## src/rtl/prio_arb_pkg.sv

```systemverilog
// Shared types and mode constants for the N-way priority arbiter.
package prio_arb_pkg;

  typedef enum logic {
    ARB_IDLE  = 1'b0,
    ARB_GRANT = 1'b1
  } arb_state_t;

  localparam int unsigned ARB_MODE_FIXED = 0;
  localparam int unsigned ARB_MODE_RR    = 1;

endpackage

```

## src/rtl/prio_pick.sv

```systemverilog
// Combinational winner selection: descending scan from a start index with wrap.
// Fixed priority is the same scan always starting at N-1.
module prio_pick
  import prio_arb_pkg::*;
#(
  parameter  int unsigned N           = 4,
  parameter  int unsigned ROUND_ROBIN = ARB_MODE_FIXED,
  localparam int unsigned IDXW        = $clog2(N)
) (
  input  logic [N-1:0]    cand,
  input  logic [IDXW-1:0] ptr,
  output logic            any,
  output logic [IDXW-1:0] win_idx,
  output logic [N-1:0]    win_oh
);

  logic [IDXW-1:0] start_c;

  assign start_c = (ROUND_ROBIN == ARB_MODE_RR) ? ptr : IDXW'(N - 1);

  // First set candidate found scanning downward from start_c wins.
  always_comb begin
    logic [IDXW-1:0] pos;
    any     = 1'b0;
    win_idx = '0;
    win_oh  = '0;
    pos     = '0;
    for (int unsigned k = 0; k < N; k++) begin
      pos = IDXW'((32'(start_c) + N - k) % N);
      if (!any && cand[pos]) begin
        any     = 1'b1;
        win_idx = pos;
      end
    end
    if (any) begin
      win_oh[win_idx] = 1'b1;
    end
  end

endmodule

```

## src/rtl/priority_arbiter_n.sv

```systemverilog
// Registered N-way arbiter: fixed or round-robin priority, grant held until
// release (done, owner drop, or optional hold timeout), back-to-back handover.
module priority_arbiter_n
  import prio_arb_pkg::*;
#(
  parameter  int unsigned N           = 4,
  parameter  int unsigned ROUND_ROBIN = ARB_MODE_FIXED,
  parameter  int unsigned MAX_HOLD    = 0,
  localparam int unsigned IDXW        = $clog2(N)
) (
  input  logic            clk,
  input  logic            reset,
  input  logic [N-1:0]    req,
  input  logic            done,
  output logic [N-1:0]    gnt,
  output logic [IDXW-1:0] gnt_idx,
  output logic            gnt_valid
);

  // Counter only needs to reach MAX_HOLD; with no limit a 1-bit saturating count suffices.
  localparam int unsigned HOLD_SAT = (MAX_HOLD == 0) ? 1 : MAX_HOLD;
  localparam int unsigned HCW      = $clog2(HOLD_SAT + 1);

  arb_state_t      state;
  logic [IDXW-1:0] ptr;
  logic [HCW-1:0]  hold_cnt;

  logic            timeout_c;
  logic            release_c;
  logic [N-1:0]    cand_c;
  logic            any_c;
  logic [IDXW-1:0] win_idx_c;
  logic [N-1:0]    win_oh_c;
  logic [IDXW-1:0] ptr_next_c;

  assign timeout_c  = (MAX_HOLD != 0) && (hold_cnt == HCW'(MAX_HOLD));
  assign release_c  = done || !req[gnt_idx] || timeout_c;
  // The current owner never re-wins on its own release cycle.
  assign cand_c     = (state == ARB_GRANT) ? (req & ~gnt) : req;
  assign ptr_next_c = (win_idx_c == '0) ? IDXW'(N - 1) : (win_idx_c - IDXW'(1));

  prio_pick #(
    .N           (N),
    .ROUND_ROBIN (ROUND_ROBIN)
  ) u_pick (
    .cand    (cand_c),
    .ptr     (ptr),
    .any     (any_c),
    .win_idx (win_idx_c),
    .win_oh  (win_oh_c)
  );

  // Arbitration FSM with registered grant outputs, rotation pointer and hold counter.
  always_ff @(posedge clk or posedge reset) begin
    if (reset) begin
      state     <= ARB_IDLE;
      gnt       <= '0;
      gnt_idx   <= '0;
      gnt_valid <= 1'b0;
      ptr       <= IDXW'(N - 1);
      hold_cnt  <= '0;
    end else begin
      case (state)
        ARB_IDLE: begin
          if (any_c) begin
            state     <= ARB_GRANT;
            gnt       <= win_oh_c;
            gnt_idx   <= win_idx_c;
            gnt_valid <= 1'b1;
            ptr       <= ptr_next_c;
            hold_cnt  <= HCW'(1);
          end
        end
        ARB_GRANT: begin
          if (release_c) begin
            if (any_c) begin
              gnt       <= win_oh_c;
              gnt_idx   <= win_idx_c;
              ptr       <= ptr_next_c;
              hold_cnt  <= HCW'(1);
            end else begin
              state     <= ARB_IDLE;
              gnt       <= '0;
              gnt_idx   <= '0;
              gnt_valid <= 1'b0;
              hold_cnt  <= '0;
            end
          end else if (hold_cnt != HCW'(HOLD_SAT)) begin
            hold_cnt <= hold_cnt + HCW'(1);
          end
        end
        default: begin
          state     <= ARB_IDLE;
          gnt       <= '0;
          gnt_idx   <= '0;
          gnt_valid <= 1'b0;
          hold_cnt  <= '0;
        end
      endcase
    end
  end

endmodule

```

## config.mk

```make
export PLATFORM = sky130hd
export DESIGN_NAME = priority_arbiter_n
export DESIGN_NICKNAME = d
export VERILOG_FILES = /design/src/rtl/prio_arb_pkg.sv /design/src/rtl/prio_pick.sv /design/src/rtl/priority_arbiter_n.sv
export SDC_FILE = /design/constraint.sdc
export NUM_CORES = 1
export LEC_CHECK = 0
export CORE_AREA = 8 8 45 47
export CTS_CLUSTER_DIAMETER = 50
export DETAILED_ROUTE_END_ITERATION = 7
export DIE_AREA = 0 0 53 55
export GPL_ROUTABILITY_DRIVEN = 0
export PLACE_DENSITY = 0.81
export RECOVER_POWER = 100
export SYNTH_ARGS = -nofsm -noshare
export SYNTH_HDL_FRONTEND = slang
export SYNTH_SLANG_ARGS = --single-unit
```

## constraint.sdc

```tcl
create_clock -name clk -period 2.73 [get_ports clk]
set_clock_uncertainty 0.15 [all_clocks]
set_input_delay 0.273 -clock clk [delete_from_list [all_inputs] [get_ports clk]]
set_output_delay 0.273 -clock clk [all_outputs]
set_load 0.1 [all_outputs]
```

Word-level counts from Yosys, hierarchy flattened

Index checks and enable logic that the tools add are counted.

Bits in registers: 8
Bits of input ports: 7
Output and inout bits: 7
Word-level logic and storage cells: 52

$lt $le $gt $ge: 3
Equality and inequality tests: 3
Muxes and demuxes: 28
Bitwise gates (word level): 3
Reduce and logical (&&, ||, !) cells: 11

Operators with widths:

| kind                                                 | count |
|---|---|
| 2-to-1 mux 4 bit                                     | 4 |
| 2-to-1 mux 2 bit                                     | 7 |
| 2-to-1 mux 1 bit                                     | 11 |
| case mux 4 bit (2 select lines)                      | 1 |
| < comparator 2 x 3 -> 1 bit (second input constant)  | 2 |
| AND 4 bit                                            | 1 |
| logical AND 1 bit                                    | 4 |
| zero test 1 bit                                      | 4 |
| != test 2 bit (second input constant)                | 2 |
| NOT 4 bit                                            | 1 |
| case mux 1 bit (2 select lines)                      | 2 |
| case mux 2 bit (2 select lines)                      | 1 |
| AND reduction 3 bit                                  | 1 |
| binary-select mux 1 bit (select 2 bit)               | 1 |
| demux 1 bit (select 2 bit)                           | 1 |
| >= comparator 2 x 1 -> 1 bit (second input constant) | 1 |
| != test 2 x 1 -> 1 bit (second input constant)       | 1 |
| AND reduction 2 bit                                  | 1 |
| logical OR 1 bit                                     | 1 |
| NOT 1 bit                                            | 1 |

Longest topological paths before layout

Depth after elaboration: 20
Depth in mapped cells: 6
Depth with buffers taken out: 4

By module

A second synthesis with hierarchy kept.

Cells, all modules: 53
Area, all modules: 575.6 sq um

By module, submodules not included:

| module             | instances | cells each | area an instance (sq um) | sequential area each (sq um) |
|---|---|---|---|---|
| priority_arbiter_n | 1         | 44         | 525.5                    | 252.7 |
| prio_pick          | 1         | 9          | 50.0                     | 0.0 |

Worst setup path before layout

Ideal clock, no wire load.

Path kind: register to register
Start: reg gnt_idx[0]
End: reg gnt[3]
Library setup time: 0.126 ns
Arrival time: 1.936 ns
Data required time: 2.454 ns
Path slack: 0.517 ns
Cell stages (with the launch flop): 6
Buffers on the path: 1
Clock period less this slack: 2.213 ns
Cells stage by stage: dfrtp_1 -> mux2i_1 -> o22ai_2 -> buf_6 -> nor2_4 -> mux2_4

Cells in the longest elaborated chain, start to end: 6

Ends and longest elaborated chain:

| item                                   | line                     | source |
|---|---|---|
| start, declared                        | priority_arbiter_n.sv:16 | `output logic [IDXW-1:0] gnt_idx,` |
| start signal, assigned                 | priority_arbiter_n.sv:68 | `gnt_idx <= win_idx_c;` |
| start signal, assigned                 | priority_arbiter_n.sv:78 | `gnt_idx <= win_idx_c;` |
| binary-select mux 1 bit (select 2 bit) | priority_arbiter_n.sv:37 | `assign release_c = done \|\| !req[gnt_idx] \|\| timeout_c;` |
| 2-to-1 mux 1 bit (not written as such) | priority_arbiter_n.sv:37 |  |
| zero test 1 bit                        | priority_arbiter_n.sv:37 |  |
| logical OR 1 bit                       | priority_arbiter_n.sv:37 |  |
| != test 2 x 1 -> 1 bit (no line)       | --                       |  |
| AND reduction 2 bit (no line)          | --                       |  |
| end signal, assigned                   | priority_arbiter_n.sv:67 | `gnt <= win_oh_c;` |
| end signal, assigned                   | priority_arbiter_n.sv:77 | `gnt <= win_oh_c;` |
| end, declared                          | priority_arbiter_n.sv:15 | `output logic [N-1:0] gnt,` |

Every way passes these cells. The select of a mux whose other input is x is not followed.
A chain may end at the register's enable or synchronous reset.

Worst setup path in the final report

Start: reg state
End: reg gnt_idx[1]

Cells in the longest elaborated chain, start to end: 14
Elaborated cells between the ends (all ways): 23
Those cells by class: eq/ne: 2; mux: 13; bitwise: 1; reduce/logical: 7

Ends and longest elaborated chain:

| item                                                        | line                     | source |
|---|---|---|
| start, declared                                             | priority_arbiter_n.sv:24 | `arb_state_t state;` |
| start signal, assigned                                      | priority_arbiter_n.sv:56 | `state <= ARB_IDLE;` |
| start signal, assigned                                      | priority_arbiter_n.sv:66 | `state <= ARB_GRANT;` |
| start signal, assigned                                      | priority_arbiter_n.sv:82 | `state <= ARB_IDLE;` |
| 2-to-1 mux 4 bit                                            | priority_arbiter_n.sv:39 | `assign cand_c = (state == ARB_GRANT) ? (req & ~gnt) : req;` |
| 2-to-1 mux 1 bit                                            | prio_pick.sv:30          | `if (!any && cand[pos]) begin` |
| zero test 1 bit                                             | prio_pick.sv:30          |  |
| logical AND 1 bit                                           | prio_pick.sv:30          |  |
| 2-to-1 mux 1 bit                                            | prio_pick.sv:30          |  |
| zero test 1 bit                                             | prio_pick.sv:30          |  |
| logical AND 1 bit                                           | prio_pick.sv:30          |  |
| 2-to-1 mux 1 bit                                            | prio_pick.sv:30          |  |
| zero test 1 bit                                             | prio_pick.sv:30          |  |
| logical AND 1 bit                                           | prio_pick.sv:30          |  |
| 2-to-1 mux 2 bit / 2-to-1 mux 1 bit (equally long branches) | prio_pick.sv:30          |  |
| 2-to-1 mux 2 bit                                            | priority_arbiter_n.sv:76 | `if (any_c) begin` |
| 2-to-1 mux 2 bit                                            | priority_arbiter_n.sv:75 | `if (release_c) begin` |
| case mux 2 bit (2 select lines)                             | priority_arbiter_n.sv:63 | `case (state)` |

Several ways; a longest one is shown, not always the timed one. The select of a mux whose other input is x is not followed.

==> flow_metrics.tcl <==
set metrics [dict create \
    finalSetupViolations 0 \
    ys_ff_latch 8 \
    io_pins 14 \
    clk_latency_ns 0.26 \
    synthTopCellsByArea "dfrtp_1 (36%), mux2_4 (5.4%), nor4b_4 (4.2%)" \
    antenna_found_initial 0 \
    synth_top_family_by_area "compound AO/OA/AOI/OAI gates" \
    synthMuxAreaShare_pct 8.93 \
    ctsRootBufferMaster "clkbuf_4" \
    wl_per_cell_um 14.3 \
    cts.sinks 8 \
    min_period_ns 2.05 \
    maxCapViolCount 0 \
    grt_use_total_pct 8.63 \
    cts-resized-gates 0 \
    regArea_sq_um 200 \
    slew_headroom_pct 22.5 \
    start_util_pct 40.5 \
    path_clk_slew_ns 0.05 \
    synth_xor_area_share_pct 0 \
    vias_per_cell 5.57 \
    ys_top_cells_by_count "dfrtp_1 (8), nand2_1 (4), inv_1 (3)" \
    synth-edff-count 0 \
    drive_above_1_share_pct 16.4 \
    rows 14 \
    multi_input_area_sq_um 312 \
    synth-seq-area-share_pct 35.7 \
    drt-initial-drc-count 20 \
    fillers 147 \
    synth_fp_nets 60 \
    cts-buffers-inserted 3 \
    overflow 0 \
    clockBufferDepth 2 \
    clock.fmax_ghz 0.487 \
    grt_max_degree 13 \
    cts_tree "yes" \
    start_kind "flip-flop" \
    grt_pass1_vias 420 \
    ys_types 33 \
    synth_most_common_cell "dfrtp_1" \
    final_max_slew_viol_count 0 \
    drt_pass1_iterations 4 \
    synthAdderAreaFrac_pct 0 \
    htree_levels 1 \
    dp_hpwl_um 942 \
    outcome "finished clean" \
    nets 76 \
    dieArea_sq_um 2920 \
    critical_path_required_ns 2.72 \
    drc_errors 0 \
    wl_um 1190 \
    core-area_sq_um 1380 \
    cts_setup_buffers 0 \
    holdBufCountCts 0 \
    synthesis.area_sq_um 561 \
    rsz0062_at_grt "false" \
    grt_pass1_wl_um 1880 \
    tightest_slew_ns 1.17 \
    synth.avg_cell_area_sq_um 10.6 \
    io_buffers 13 \
    critical_path_class "flip-flop to flip-flop" \
    die_h_um 55 \
    yosysTopAreaCell "dfrtp_1" \
    end_kind "flip-flop" \
    synth-simple-area-share_pct 22.8 \
    yosysWarnings 0 \
    ys.flop_type "dfrtp_1" \
    ant_nets 0 \
    period_share_pct 75.2 \
    synth_compound_area_share_pct 27.2 \
    area_growth_pct 16.3 \
    cp_max_fo 12 \
    syn_inst 53 \
    diodes 0 \
    fin_tns_setup_ns 0 \
    die_w_um 53 \
    dr_total_vias 462 \
    hp-class "primary input to async pin" \
    arrival_ns 2.05 \
    hold_viol 0 \
    ys_async_sr_fraction_pct 100 \
    synth_top_area_share_pct 35.7 \
]
==> per-stage QoR <==
step / utilization (%) / worst slack, ns / hold WS [ns] / instances / area [sq um]
after floorplan: - / 0.517 / -0.0613 / 53 / 561
after global placement: 48.7 / 0.514 / 0.376 / 80 / 674
after detailed placement: 48.7 / 0.485 / 0.376 / 80 / 674
after CTS: 50.4 / 0.709 / 0.102 / 83 / 697
after global routing: 47.1 / 0.604 / 0.268 / 83 / 652
final: 47.1 / 0.676 / 0.233 / 83 / 652
==> logic make-up after synthesis <==
family | after synthesis
muxes | 4
DFF | 8
and+or+nand+nor | 18
buffers and inverters | 5
AOI/OAI and AO/OA | 18
==> flip-flops by register name, indices dropped and copies added (netlist names) <==
register,count
gnt_valid,1
gnt,4
gnt_idx,2
state,1
==> final timing paths <==
| kind | start | end | slack (ns) | cells past startpoint |
|---|---|---|---|---|
| worst max-delay path | state$_DFF_PP0_ | gnt_idx[1]$_DFFE_PP0P_ | 0.68 | 4 |
| worst min-delay path | reset | gnt_valid$_DFFE_PP0P_ | 0.23 | 2 |
| worst max register to register | state$_DFF_PP0_ | gnt_idx[1]$_DFFE_PP0P_ | 0.68 | 4 |
| worst min register to register | gnt_valid$_DFFE_PP0P_ | gnt_valid$_DFFE_PP0P_ | 0.38 | 2 |
| max in group asynchronous | reset | gnt_idx[0]$_DFFE_PP0P_ | 1.97 | 2 |
| min in group clk | gnt_valid$_DFFE_PP0P_ | gnt_valid$_DFFE_PP0P_ | 0.38 | 2 |
==> critical path, stage by stage (launching register included) <==
cell     delay [ns]
dfrtp_1        0.57
or3b_1         0.40
o22ai_2        0.36
nor2_1         0.17
mux2_2         0.30
==> layer usage <==
layer	part of all wire, %	wire length (um)	up-vias	GRT usage [%]
li1	-	-	231	-
met3	7.0	83	4	3.21
met1	49	583	214	10.0
met2	41	489	13	13.1
met5	0	0	-	0
met4	2.9	34	0	5.60
==> area by class of cell <==
class	instances	share of cell area (%)
clock buffer	3	3.45
timing repair buffer	13	13.2
multi-input combinational	40	47.8
sequential	8	30.7
tap	16	3.07
inverter	3	1.73
==> cell usage in the layout (no fill, tap or decap) <==
cell             Yosys  routed
o41ai_1              2       2
o21ai_0              1       2
a22oi_1              1       1
dfrtp_1              8       8
nand4_1              2       2
a21boi_0             1       1
or4_1                1       1
nor2_1               2       3
o22ai_2              1       1
o31ai_1              1       1
a21bo_2              2       2
clkbuf_4             0       3
a21boi_1             1       1
o41ai_2              1       1
o31a_1               1       1
nand3_1              1       1
clkdlybuf4s50_1      0       5
nor3b_1              1       1
or3b_1               1       1
clkbuf_1             0       7
inv_1                3       3
or2b_2               1       1
nand3b_1             1       1
a21oi_1              2       2
nand2b_1             2       2
dlygate4sd3_1        0       1
o21bai_1             1       2
o311ai_1             1       1
mux2i_1              2       2
mux2_2               0       2
nor4b_4              1       1
nand2_1              4       4
Power is not shown: default switching activity piles up to over one toggle a cycle in this logic, so the estimate is an artifact.
